**config.mk**
```make
export PLATFORM = sky130hd
export DESIGN_NAME = nxn_board_engine_flat
export DESIGN_NICKNAME = d
export VERILOG_FILES = /design/src/rtl/nxn_board_engine_if.sv /design/src/rtl/nxn_board_engine.sv /design/src/flat_wrapper.sv
export SDC_FILE = /design/constraint.sdc
export NUM_CORES = 1
export LEC_CHECK = 0
export ABC_AREA = 1
export BUFFER_PORTS_ARGS = -buffer_cell sky130_fd_sc_hd__buf_2
export CORE_MARGIN = 2
export CORE_UTILIZATION = 45
export CTS_CLUSTER_DIAMETER = 60
export CTS_CLUSTER_SIZE = 24
export DETAILED_ROUTE_END_ITERATION = 8
export PLACE_DENSITY_LB_ADDON = 0.05
export SLEW_MARGIN = 10
export SYNTH_ARGS = -nofsm -noshare
export SYNTH_HDL_FRONTEND = slang
export SYNTH_SLANG_ARGS = --single-unit
```
**constraint.sdc**
```tcl
create_clock -name clk -period 9.4 [get_ports clk]
set_input_delay 0.47 -clock clk [delete_from_list [all_inputs] [get_ports clk]]
set_output_delay 0.47 -clock clk [all_outputs]
set_load 0.01 [all_outputs]
```
**src/rtl/nxn_board_engine_if.sv**
```systemverilog
// Move-request channel between the input controller (master) and the board engine (slave).
interface nxn_board_engine_if #(
  parameter int N = 3
);
  localparam int CW = $clog2(N);

  logic          move_valid;
  logic          move_ready;
  logic [1:0]    move_player;
  logic [CW-1:0] move_row;
  logic [CW-1:0] move_col;
  logic          move_err;

  modport master (
    output move_valid, move_player, move_row, move_col,
    input  move_ready, move_err
  );

  modport slave (
    input  move_valid, move_player, move_row, move_col,
    output move_ready, move_err
  );
endinterface

```
**src/rtl/nxn_board_engine.sv**
```systemverilog
// N x N board with turn enforcement; after each accepted move it walks only the four
// lines through that move, one cell per cycle, looking for K in a row.
//
// state | meaning
// IDLE  | waiting for a move request
// SCAN  | probing cells along the lines through the last move
// OVER  | game decided (win or draw); only reset/clear leaves
module nxn_board_engine #(
  parameter int N = 3,
  parameter int K = 3
) (
  input  logic                        clk,
  input  logic                        reset,
  input  logic                        clear,
  nxn_board_engine_if.slave           mv,
  input  logic [$clog2(N)-1:0]        rd_row,
  input  logic [$clog2(N)-1:0]        rd_col,
  output logic [1:0]                  rd_cell,
  output logic [1:0]                  win,
  output logic                        draw,
  output logic                        busy,
  output logic [$clog2(N*N+1)-1:0]    moves
);
  localparam int CW = $clog2(N);
  localparam int MW = $clog2(N*N+1);
  localparam int NC = N*N;
  localparam int PW = CW + 2;
  localparam int KW = CW + 1;
  localparam logic [KW-1:0] K_M1 = KW'(K - 1);
  localparam logic signed [PW-1:0] ZERO = 0;
  localparam logic signed [PW-1:0] ONE  = 1;
  localparam logic signed [PW-1:0] MONE = -1;

  typedef enum logic [1:0] {IDLE, SCAN, OVER} state_t;

  state_t                 state_q, state_d;
  logic [1:0]             cells_q [NC];
  logic [1:0]             cells_d [NC];
  logic [1:0]             win_q, win_d;
  logic [1:0]             turn_q, turn_d;
  logic [1:0]             player_q, player_d;
  logic [1:0]             dir_q, dir_d;
  logic                   draw_q, draw_d;
  logic                   err_q, err_d;
  logic                   neg_q, neg_d;
  logic [MW-1:0]          moves_q, moves_d;
  logic [KW-1:0]          cnt_q, cnt_d;
  logic signed [PW-1:0]   lrow_q, lrow_d, lcol_q, lcol_d;
  logic signed [PW-1:0]   pr_q, pr_d, pc_q, pc_d;

  logic [1:0]             tgt_cell, probe_cell;
  logic signed [PW-1:0]   dr, dc;
  logic                   bad_move;

  // Out-of-range coordinates read as empty, which also terminates a scan run at the edge.
  function automatic logic [1:0] cell_at(input logic [1:0] cells [NC], input int r, input int c);
    logic [1:0] v;
    v = 2'b00;
    if (r >= 0 && r < N && c >= 0 && c < N) begin
      for (int i = 0; i < NC; i++) begin
        if (i == r*N + c) v = cells[i];
      end
    end
    return v;
  endfunction

  // Direction order H, V, diag, anti; positive step is +row except H.
  function automatic logic signed [PW-1:0] step_r(input logic [1:0] d);
    return (d == 2'd0) ? ZERO : ONE;
  endfunction

  function automatic logic signed [PW-1:0] step_c(input logic [1:0] d);
    return (d == 2'd1) ? ZERO : ((d == 2'd3) ? MONE : ONE);
  endfunction

  assign tgt_cell   = cell_at(cells_q, int'(mv.move_row), int'(mv.move_col));
  assign probe_cell = cell_at(cells_q, int'(pr_q), int'(pc_q));
  assign dr         = step_r(dir_q);
  assign dc         = step_c(dir_q);
  assign bad_move   = (mv.move_player == 2'b00) || (mv.move_player == 2'b11) ||
                      (mv.move_player != turn_q) ||
                      (int'(mv.move_row) >= N) || (int'(mv.move_col) >= N) ||
                      (tgt_cell != 2'b00);

  always_comb begin
    state_d  = state_q;
    cells_d  = cells_q;
    win_d    = win_q;
    turn_d   = turn_q;
    player_d = player_q;
    dir_d    = dir_q;
    draw_d   = draw_q;
    err_d    = 1'b0;
    neg_d    = neg_q;
    moves_d  = moves_q;
    cnt_d    = cnt_q;
    lrow_d   = lrow_q;
    lcol_d   = lcol_q;
    pr_d     = pr_q;
    pc_d     = pc_q;

    if (clear) begin
      state_d = IDLE;
      for (int i = 0; i < NC; i++) cells_d[i] = 2'b00;
      win_d   = 2'b00;
      turn_d  = 2'b01;
      draw_d  = 1'b0;
      moves_d = '0;
    end else begin
      case (state_q)
        IDLE: begin
          if (mv.move_valid) begin
            if (bad_move) begin
              err_d = 1'b1;
            end else begin
              for (int i = 0; i < NC; i++) begin
                if (i == int'(mv.move_row)*N + int'(mv.move_col)) cells_d[i] = mv.move_player;
              end
              moves_d  = moves_q + MW'(1);
              turn_d   = turn_q ^ 2'b11;
              player_d = mv.move_player;
              lrow_d   = {2'b00, mv.move_row};
              lcol_d   = {2'b00, mv.move_col};
              pr_d     = {2'b00, mv.move_row};
              pc_d     = {2'b00, mv.move_col} + ONE;
              dir_d    = 2'd0;
              neg_d    = 1'b0;
              cnt_d    = KW'(1);
              state_d  = SCAN;
            end
          end
        end
        SCAN: begin
          if (probe_cell == player_q) begin
            cnt_d = cnt_q + KW'(1);
            if (cnt_q == K_M1) begin
              win_d   = player_q;
              state_d = OVER;
            end else if (neg_q) begin
              pr_d = pr_q - dr;
              pc_d = pc_q - dc;
            end else begin
              pr_d = pr_q + dr;
              pc_d = pc_q + dc;
            end
          end else if (!neg_q) begin
            neg_d = 1'b1;
            pr_d  = lrow_q - dr;
            pc_d  = lcol_q - dc;
          end else if (dir_q == 2'd3) begin
            if (moves_q == MW'(NC)) begin
              draw_d  = 1'b1;
              state_d = OVER;
            end else begin
              state_d = IDLE;
            end
          end else begin
            dir_d = dir_q + 2'd1;
            neg_d = 1'b0;
            cnt_d = KW'(1);
            pr_d  = lrow_q + step_r(dir_q + 2'd1);
            pc_d  = lcol_q + step_c(dir_q + 2'd1);
          end
        end
        OVER: begin
          if (mv.move_valid) err_d = 1'b1;
        end
        default: state_d = IDLE;
      endcase
    end
  end

  always_ff @(posedge clk or negedge reset) begin
    if (!reset) begin
      state_q  <= IDLE;
      for (int i = 0; i < NC; i++) cells_q[i] <= 2'b00;
      win_q    <= 2'b00;
      turn_q   <= 2'b01;
      player_q <= 2'b00;
      dir_q    <= 2'd0;
      draw_q   <= 1'b0;
      err_q    <= 1'b0;
      neg_q    <= 1'b0;
      moves_q  <= '0;
      cnt_q    <= '0;
      lrow_q   <= '0;
      lcol_q   <= '0;
      pr_q     <= '0;
      pc_q     <= '0;
    end else begin
      state_q  <= state_d;
      cells_q  <= cells_d;
      win_q    <= win_d;
      turn_q   <= turn_d;
      player_q <= player_d;
      dir_q    <= dir_d;
      draw_q   <= draw_d;
      err_q    <= err_d;
      neg_q    <= neg_d;
      moves_q  <= moves_d;
      cnt_q    <= cnt_d;
      lrow_q   <= lrow_d;
      lcol_q   <= lcol_d;
      pr_q     <= pr_d;
      pc_q     <= pc_d;
    end
  end

  assign mv.move_ready = (state_q == IDLE);
  assign mv.move_err   = err_q;
  assign busy          = (state_q == SCAN);
  assign win           = win_q;
  assign draw          = draw_q;
  assign moves         = moves_q;
  assign rd_cell       = cell_at(cells_q, int'(rd_row), int'(rd_col));
endmodule

```
**src/flat_wrapper.sv**
```systemverilog
// flat-port wrapper written by rule: the top's interface ports become plain ports
module nxn_board_engine_flat 
#(
  parameter int N = 3,
  parameter int K = 3
)
  (clk, reset, clear, rd_row, rd_col, rd_cell, win, draw, busy, moves, mv_move_valid, mv_move_player, mv_move_row, mv_move_col, mv_move_ready, mv_move_err);
  nxn_board_engine_if #(.N(N)) mv_i ();
  input  logic clk;
  input  logic reset;
  input  logic clear;
  input  logic [$clog2(N)-1:0] rd_row;
  input  logic [$clog2(N)-1:0] rd_col;
  output logic [1:0] rd_cell;
  output logic [1:0] win;
  output logic draw;
  output logic busy;
  output logic [$clog2(N*N+1)-1:0] moves;
  input wire logic [$bits(mv_i.move_valid)-1:0] mv_move_valid;
  input wire logic [$bits(mv_i.move_player)-1:0] mv_move_player;
  input wire logic [$bits(mv_i.move_row)-1:0] mv_move_row;
  input wire logic [$bits(mv_i.move_col)-1:0] mv_move_col;
  output wire logic [$bits(mv_i.move_ready)-1:0] mv_move_ready;
  output wire logic [$bits(mv_i.move_err)-1:0] mv_move_err;
  assign mv_i.move_valid = mv_move_valid;
  assign mv_i.move_player = mv_move_player;
  assign mv_i.move_row = mv_move_row;
  assign mv_i.move_col = mv_move_col;
  assign mv_move_ready = mv_i.move_ready;
  assign mv_move_err = mv_i.move_err;
  nxn_board_engine #(.N(N), .K(K)) u_core (.clk(clk), .reset(reset), .clear(clear), .mv(mv_i), .rd_row(rd_row), .rd_col(rd_col), .rd_cell(rd_cell), .win(win), .draw(draw), .busy(busy), .moves(moves));
endmodule
```
Word level (Yosys, flattened, before mapping) --
Cells that the tools add are included.
Storage, ports and cells: bits in registers 50, input port bits 14, output and inout port bits 12, word-level logic and storage cells 275
Operators by class: add/sub/neg operators 15, $mul 3, $lt $le $gt $ge 10, eq/ne operators 52, multiplexer cells 115, bitwise gates (word level) 3, reductions and logical operators 54
Operator list (count):
- 4-bit by 32-bit == test with 1-bit output (first input constant) | 12
- 3-bit by 32-bit == test with 1-bit output (first input constant) | 6
- 2-bit 2-to-1 mux | 60
- 2-bit by 32-bit == test with 1-bit output (first input constant) | 3
- 5-bit by 32-bit == test with 1-bit output (first input constant) | 3
- 32-bit zero test | 3
- 4-bit 2-to-1 mux | 22
- 18-bit 2-to-1 mux | 4
- 32-bit by 3-bit adder with 32-bit output | 2
- 4-bit AND reduction | 10
- 2-bit nonzero test | 19
- 6-bit AND reduction | 3
- 1-bit 2-to-1 mux | 17
- 4-bit case mux with 2 select lines | 2
- 3-bit 2-to-1 mux | 5
- 2-bit != test (second input constant) | 7
- 5-bit AND reduction | 2
- 3-bit != test (second input constant) | 3
- 3-bit by 4-bit adder with 4-bit output | 2
- 7-bit by 4-bit adder with 8-bit output | 1
- 2-bit == test (second input constant) | 4
- 4-bit by 1-bit greater-or-equal comparator with 1-bit output (second input constant) | 2
- 2-bit zero test | 4
- 2-bit < comparator (second input constant) | 4
- other kinds (33) | 52

Longest topological paths before layout --
Gate-level depths: netlist (run 1).
depth after elaboration 19, mapped depth 30

Least setup slack after synthesis (run 1) --
OpenSTA, ideal clock, no wires.
path kind register to register, start point reg u_core.pr_q[1], end point reg u_core.pc_q[0], arrival time 3.426 ns, data required time 9.284 ns, setup slack 5.858 ns, cell stages (with the launch flop) 28, clock period less this slack 3.542 ns, cell sequence dfrtp_1 -> ha_1 -> inv_1 -> fa_1 -> fa_1 -> inv_1 -> nand3_1 -> nand2_1 -> nor2_1 -> nor2_1 -> nor2_4 -> nand2_2 -> inv_2 -> nand2_1 -> nand2_1 -> inv_1 -> nand4_1 -> nand2_1 -> nand2_1 -> nand2_1 -> nand2_1 -> nand2_2 -> nand2_2 -> buf_6 -> nand3b_2 -> nand3_2 -> nand2_1 -> nand2_1
On the way: word-level cells in the longest chain between the ends 16, elaborated cells between the ends (all ways) 32, classes of those cells 1 x add/sub; 1 x mul; 2 x order compare; 11 x eq/ne; 12 x mux; 5 x reduce/logical
Ends and longest elaborated chain:
- from (decl) | RTL line nxn_board_engine.sv:49 | logic signed [PW-1:0] pr_q, pr_d, pc_q, pc_d;
- from (signal assigned) | RTL line nxn_board_engine.sv:204 | pr_q <= pr_d;
- 4-bit by 3-bit multiplier with 7-bit output | RTL line nxn_board_engine.sv:61 | if (i == r*N + c) v = cells[i];
- 7-bit by 4-bit adder with 8-bit output | RTL line nxn_board_engine.sv:61
- 32-bit zero test | RTL line nxn_board_engine.sv:61
- 2-bit 2-to-1 mux (9 in a row) | RTL line nxn_board_engine.sv:61
- 2-bit 2-to-1 mux * | RTL line nxn_board_engine.sv:59 | if (r >= 0 && r < N && c >= 0 && c < N) begin
- 2-bit == test * | RTL line nxn_board_engine.sv:134 | if (probe_cell == player_q) begin
- 4-bit != test (no source line) (tied with other cells)
- 6-bit AND reduction (no source line) / 4-bit case mux with 2 select lines (equally long branches)
- to (signal assigned) | RTL line nxn_board_engine.sv:205 | pc_q <= pc_d;
- to (decl) | RTL line nxn_board_engine.sv:49
Mark *: on every way between the ends. The rest lies on a longest branch, timed or not. A chain may end at the register's enable or synchronous reset.

Worst setup path in the final report (run 1) --
start point reg u_core.pr_q[3], end point reg u_core.pr_q[0]
On the way: word-level cells in the longest chain between the ends 16, elaborated cells between the ends (all ways) 32, classes of those cells 1 x add/sub; 1 x mul; 2 x order compare; 11 x eq/ne; 12 x mux; 5 x reduce/logical
Ends and longest elaborated chain (RTL line):
- 4-bit by 3-bit multiplier with 7-bit output | nxn_board_engine.sv:61
- 7-bit by 4-bit adder with 8-bit output | nxn_board_engine.sv:61
- 32-bit zero test | nxn_board_engine.sv:61
- 2-bit 2-to-1 mux (9 in a row) | nxn_board_engine.sv:61
- 2-bit 2-to-1 mux * | nxn_board_engine.sv:59
- 2-bit == test * | nxn_board_engine.sv:134
- 4-bit != test (no source line) (tied with other cells)
- 6-bit AND reduction (no source line) / 4-bit case mux with 2 select lines (equally long branches)
Marks and branches as above.

==> results of run 1 <==
critical path: cells and delay by family (launching register included):
family	cells	cell delay (ps)
adder cells (fa/ha/maj)	3	1140
buffers and inverters	4	350
flip-flops	1	440
AND/OR/NAND/NOR	20	2050
metrics by stage:
| step | hold WS, ps | cell area, sq um |
|---|---|---|
| after floorplan | 174 | 4480 |
| after global placement | 462 | 4750 |
| after detailed placement | 455 | 4750 |
| after CTS | 280 | 4850 |
| after global routing | 313 | 4850 |
| final | 256 | 4850 |
final cells by class:
cell class | count | area share, %
Timing Repair Buffer | 27 | 2.89
Sequential cell | 50 | 25.8
Multi-Input combinational cell | 466 | 57.6
Tap cell | 133 | 3.43
Clock inverter | 3 | 0.594
Inverter | 106 | 8.21
Clock buffer | 5 | 1.42
worst max-delay path by stage:
stage,startpoint,to,slack [ps],depth (start not counted)
floorplan,u_core.pr_q[1]$_DFFE_PN0P_,u_core.pc_q[0]$_DFFE_PN0P_,5860,27
global placement,u_core.pr_q[1]$_DFFE_PN0P_,u_core.pr_q[0]$_DFFE_PN0P_,5380,26
detailed placement,u_core.pr_q[3]$_DFFE_PN0P_,u_core.pc_q[2]$_DFFE_PN0P_,5340,27
CTS,u_core.pr_q[3]$_DFFE_PN0P_,u_core.pc_q[2]$_DFFE_PN0P_,5320,27
global route,u_core.pr_q[3]$_DFFE_PN0P_,u_core.pr_q[0]$_DFFE_PN0P_,4910,27
finish,u_core.pr_q[3]$_DFFE_PN0P_,u_core.pr_q[0]$_DFFE_PN0P_,5320,27
per-layer routing:
metal	global-route usage (%)	routed length, um	vias up
met4	5.79	137	0
met1	30.6	5490	1922
met3	2.77	477	12
li1	-	-	2093
met5	0	0	-
met2	34.1	4980	77
registers in the layout (all words and copies together) (netlist names):
register and cells:
u_core.moves 4, u_core.pc_q 4, u_core.lcol_q 2, u_core.draw 1, u_core.win 2, u_core.neg_q 1
u_core.cells_q 18, u_core.lrow_q 2, u_core.dir_q 2, u_core.cnt_q 3, u_core.player_q 2, u_core.mv.move_err 1
u_core.turn_q 2, u_core.pr_q 4, u_core.state_q 2
power by group:
group	internal, mW	switching (mW)
combinational	0.211	0.411
clock	0.0554	0.0833
sequential	0.246	0.0416
kinds of logic (layout without fill, tap and decap cells):
group | after synthesis | count (layout)
xor gates and xnor gates | 12 | 12
muxes | 1 | 1
DFF | 50 | 50
buffers and inverters | 114 | 141
and+or+nand+nor | 308 | 308
AOI/OAI and AO/OA | 91 | 91
adders and majority gates | 54 | 54
synth_stat cells (2+ instances only):
| library cell | n | area share [%] |
|---|---|---|
| xor2_1 | 6 | 1.2 |
| nand4_2 | 2 | 0.56 |
| nand2_4 | 3 | 0.75 |
| ha_1 | 46 | 13 |
| a21oi_2 | 2 | 0.39 |
| dfrtp_1 | 49 | 27 |
| xnor2_1 | 5 | 0.98 |
| nor4_1 | 2 | 0.28 |
| nand2_1 | 150 | 13 |
| o211ai_1 | 2 | 0.33 |
| fa_1 | 8 | 3.6 |
| nand4_1 | 20 | 2.8 |
| a21oi_1 | 24 | 2.7 |
| or2_2 | 2 | 0.28 |
| o21ai_1 | 6 | 0.67 |
| nand3_1 | 44 | 4.9 |
| o22ai_1 | 5 | 0.70 |
| nor3b_1 | 2 | 0.33 |
| nor3_1 | 6 | 0.67 |
| nand2_2 | 8 | 1.1 |
| clkbuf_1 | 6 | 0.50 |
| nand3_2 | 3 | 0.67 |
| nor2_2 | 2 | 0.28 |
| o21ai_0 | 45 | 5.0 |
| inv_1 | 103 | 8.6 |
| nor2_4 | 4 | 1.0 |
| inv_2 | 3 | 0.25 |
| nor2_1 | 56 | 4.7 |
cells in the final DEF (no fill, tap or decap), types with 3 or more instances in the layout:
master	instances
nand3_2	3
nand2_2	8
nand2_4	3
xnor2_1	5
inv_1	103
o22ai_1	5
nand3_1	44
o21ai_1	6
o21ai_0	45
nand2_1	150
nor2_4	4
nor2_1	56
dfrtp_1	49
nor3_1	6
inv_2	3
a21oi_1	24
fa_1	8
clkbuf_8	5
ha_1	46
buf_2	25
nand4_1	20
xor2_1	6
==> results.txt, run 1 <==
Outcome -> finished clean
Vias per inst -> 5.19
YS warnings -> 0
Critical path class -> reg2reg
Final Cycle Share -> 43.4%
IO buf count -> 25
Fin Setup TNS -> 0 ps
Critical path's most frequent cell -> nand2_1
Number of synthesized flops with an enable pin -> 0
First-pass iteration count of the detailed router -> 5
# setup viols final -> 0
Simple-gate share of the synthesized area -> 31.6%
CTS Hold Buffers Added -> 0
RSZ-0062 raised after global routing -> no
Internal reg-to-reg setup slack -> 5320 ps
Post-Syn Area -> 4480 sq um
FP Rows -> 36
Tot GR Track Use -> 21.4%
Worst Tran Pin Value -> 660 ps
Cells after Synth -> 630
DRC -> 0
Filler cells -> 1025
Die width -> 104 um
Fraction of registers with async set/reset -> 100%
Vias -> 4104
Area share of fa/ha/maj cells after synthesis -> 16.4%
Slowest stage delay, CP -> 460 ps
Hpwl dp -> 8.78 mm
Grt ovf -> 0
Routed len/inst -> 14.0 um
CTS tree -> yes
Number of DRC markers in iteration 0 -> 255
Slew headroom -> 56.0%
Max cap viols -> 0
Crit path max fanout -> 12
Reg clk slew, reported paths -> 100 ps
Storage element area -> 1250 sq um
Die height -> 104 um
Ratio of total power to cell area -> 216 nW/um^2
Synth cell types -> 44
Die ar. -> 10800 sq um
Setup WS pre-CTS -> 5340 ps
Multi-input gate area -> 2790 sq um
Multiplexer share of the synthesized area -> 0.251%
#FFs+latches synth -> 50
Post-CTS Setup Inserts -> 0
Final worst slack -> 5320 ps
Placed Cells -> 782
CP required -> 9600 ps
Complex-gate fraction of the synthesized area -> 11.2%
Post-synthesis xor/xnor area fraction -> 2.76%
Clock buffer depth -> 2
P_leak -> 2.46 nW
Main combinational cell family by area after synthesis -> simple AND/OR/NAND/NOR gates
Fmax -> 245 MHz
CTS buffer count -> 5
Slew Limit Fails -> 0
Reg-to-reg endpoint -> u_core.pr_q[0]$_DFFE_PN0P_
Cts repair resizes -> 0
Antenna Cells -> 0
Global-route wire length before repair -> 19.0 mm
Latest clock arrival within the worst-skew pair -> 320 ps
Routed WL -> 11.1 mm
R2R depth -> 27
Largest net degree at the start of global routing -> 51
Total core area -> 9730 sq um
Final Util -> 49.8%
Initial Util -> 46.1%
Finished Layout Cells -> 790
CTS H-Tree Depth -> 2
Antenna viol nets, final -> 0
Vias in the first global route -> 3954
Critical Path AT -> 4290 ps
CTS root buf -> clkbuf_8
Share of the yosys chip area belonging to registers -> 27.9%
Peak VDD IR -> 0.000103 V
Initial antenna violation count -> 0
Top FF cell, synth -> dfrtp_1
Final hold vios -> 0
I/O pins -> 26
Final total power -> 1.05 mW
Fin crit period -> 4080 ps
Syn Nets -> 698
Clk sinks -> 50
Worst Hold Class -> in2async
CP Capture Type -> flip-flop
CP max-delay cell -> fa_1
Area growth from synthesis to layout -> 8.15%
Fin nets -> 724
Syn_area_per_cell -> 7.12 sq um
R2r startpoint -> u_core.pr_q[3]$_DFFE_PN0P_
GP Congestion -> 0.851
Crit start category -> flip-flop
Layout cells sized above 1 -> 10.8%
Skew final -> 19.1 ps
No activity file was read; power rests on OpenSTA's default activity.
==> run 2, diff against run 1 <==
==> constraint.sdc (replaced) <==
create_clock -name clk -period 3.55 [get_ports clk]
set_input_delay 0.1775 -clock clk [delete_from_list [all_inputs] [get_ports clk]]
set_output_delay 0.1775 -clock clk [all_outputs]
set_load 0.01 [all_outputs]
==> results.txt, run 2 (synthesis results as in run 1) <==
Worst Tran Pin Value -> 526 ps (-133 ps)
DRC -> 0 (unchanged)
Most frequent cells in the layout -> nand2_1 (135), inv_1 (94), nor2_1 (49)
Final hold vios -> 0 (unchanged)
Hpwl dp -> 9.18 mm (+4.5%)
Final worst slack -> -196 ps (-5510 ps)
Final Cycle Share -> 106% (+62 points)
Fin Setup TNS -> -2290 ps (-2290 ps)
Commonest non-fill, non-tap cell in the layout -> nand2_1
Die height -> 104 um (unchanged)
CTS tree -> yes
Crit start category -> flip-flop
Outcome -> finished with violations
Filler cells -> 973 (-5.1%)
Clk sinks -> 50 (unchanged)
Setup WS pre-CTS -> -272 ps (-5610 ps)
Finished Layout Cells -> 827 (+4.7%)
Fin nets -> 761 (+5.1%)
Logic pwr share -> 67.3% (+8.0 points)
Antenna Cells -> 0 (unchanged)
Flop pwr share -> 21.8% (-5.6 points)
R2r startpoint -> u_core.pr_q[1]$_DFFE_PN0P_
CP Capture Type -> flip-flop
Reg clk slew, reported paths -> 110 ps (about the same)
GP Congestion -> 0.876 (+2.9%)
CP max-delay cell -> fa_1
Clock power frac -> 10.8% (-2.4 points)
Ratio of total power to cell area -> 640 nW/um^2 (+200%)
Fin crit period -> 3750 ps (-337 ps)
Fmax -> 267 MHz (+9.0%)
CTS buffer count -> 5 (unchanged)
Crit path max fanout -> 6 (-6)
I/O pins -> 26 (unchanged)
P_leak -> 2.65 nW (+7.3%)
Critical path class -> reg2reg
CP required -> 3810 ps (-5790 ps)
Latest clock arrival within the worst-skew pair -> 320 ps (about the same)
Vias -> 4221 (+2.9%)
IO buf count -> 25 (unchanged)
Failing checks -> negative setup slack
CTS H-Tree Depth -> 2 (unchanged)
Routed WL -> 11.8 mm (+6.5%)
Slew Limit Fails -> 0 (unchanged)
Worst Hold Class -> in2reg
# setup viols final -> 19 (+19)
Largest net degree at the start of global routing -> 41 (-20%)
Antenna viol nets, final -> 0 (unchanged)
Area growth from synthesis to layout -> 20.0%
CTS root buf -> clkbuf_8
Tot GR Track Use -> 22.6% (+1.2 points)
FP Rows -> 36 (unchanged)
First-pass iteration count of the detailed router -> 6 (+1)
Skew final -> 17.0 ps (-2.06 ps)
Die width -> 104 um (unchanged)
Clock buffer depth -> 2 (unchanged)
Peak VDD IR -> 0.000410 V (+300%)
Placed Cells -> 807 (+3.2%)
Internal power -> 1.79 mW (+250%)
Initial Util -> 46.1% (unchanged)
Die ar. -> 10800 sq um (unchanged)
Vias per inst -> 5.10 (-1.8%)
Routed len/inst -> 14.3 um (+1.7%)
Number of DRC markers in iteration 0 -> 211 (-17%)
Layout cells sized above 1 -> 22.2% (+11 points)
Slowest stage delay, CP -> 520 ps (+60 ps)
Total core area -> 9730 sq um (unchanged)
Max reg flops -> 18 (unchanged)
Critical Path AT -> 4000 ps (-290 ps)
Max cap viols -> 0 (unchanged)
Switching Fraction -> 48.2% (-2.9 points)
Final Hold Slack -> 146 ps (-110 ps)
Initial antenna violation count -> 0 (unchanged)
Min-delay src -> mv_move_valid
Setup crit start -> u_core.pr_q[1]$_DFFE_PN0P_
Global-route wire length before repair -> 20.1 mm (+5.9%)
RSZ-0062 raised after global routing -> yes
Vias in the first global route -> 4240 (+7.2%)
Slew headroom -> 64.9% (+8.9 points)
Critical path's most frequent cell -> nand2_1
Grt ovf -> 0 (unchanged)
Psw -> 1.66 mW (+210%)
Top reg by flops -> u_core.cells_q
==> run 2: cell types whose count changed in the layout (fill, tap and decap cells not counted), sizes merged <==
cell,before,now
inv,107,108
buf,27,63
dlygate4sd3,0,1
clkinv,2,1
==> run 2: metrics by stage <==
| stage | cell area [sq um] | utilization [%] | power [mW] |
|---|---|---|---|
| 3_5_place_dp | 4940 | 50.8 | 2.70 |
| 2_1_floorplan | 4480 | - | 2.07 |
| 4_1_cts | 5280 | 54.3 | 3.33 |
| 5_1_grt | 5380 | 55.3 | 3.80 |
| 6_report | 5380 | 55.3 | 3.44 |
| 3_3_place_gp | 4940 | 50.8 | 2.67 |
==> run 2: timing repair <==
item	CTS	global route
endpoints found under the setup margin	19	19
pin swaps	27	15
hold endpoints to repair	10	0
resized for setup	37	31
hold buffers	1	0
setup buffers	12	0
==> run 2: final cells by class <==
cell class                      count  area [sq um]  share of cell area, %
Multi-Input combinational cell    466          3020                   56.0
Sequential cell                    50          1250                   23.3
Timing Repair Buffer               64           443                   8.23
Inverter                          106           403                   7.49
Tap cell                          133           166                   3.09
Clock buffer                        5          68.8                   1.28
Clock inverter                      3          28.8                  0.535
==> run 2: worst max-delay path, delay by kind of cell, from the launching register on <==
| kind | cells | cell delay, ps |
|---|---|---|
| simple gates | 20 | 1680 |
| flops | 1 | 460 |
| fa+ha+maj | 3 | 1060 |
| buf+inv | 6 | 470 |
==> run 2: power groups by stage <==
stage	clock network, mW	logic, mW	registers, mW
final	0.374	2.32	0.751
after global routing	0.408	2.63	0.762
after CTS	0.379	2.20	0.743
after detailed placement	0	1.94	0.753
after global placement	0	1.92	0.749
after floorplan	0	1.34	0.728
==> run 2: routing by layer <==
layer,GRT usage [%],share of wire [%],up-vias
met5,0,0,-
met3,2.27,3.7,17
met4,6.08,1.7,0
li1,-,-,2167
met1,30.9,48,1942
met2,38.3,47,95
==> run 2: path summary, 6_finish.rpt <==
check	endpoint	slack (ps)	cells past startpoint
worst max-delay path	u_core.pc_q[1]$_DFFE_PN0P_	-200	29
worst min register to register	u_core.mv.move_err$_DFF_PN0_	460	1
max in group asynchronous	u_core.pr_q[1]$_DFFE_PN0P_	2450	3
worst min-delay path	u_core.mv.move_err$_DFF_PN0_	150	3
min in group asynchronous	u_core.state_q[1]$_DFFE_PN0P_	250	2
worst max register to register	u_core.pc_q[1]$_DFFE_PN0P_	-200	29
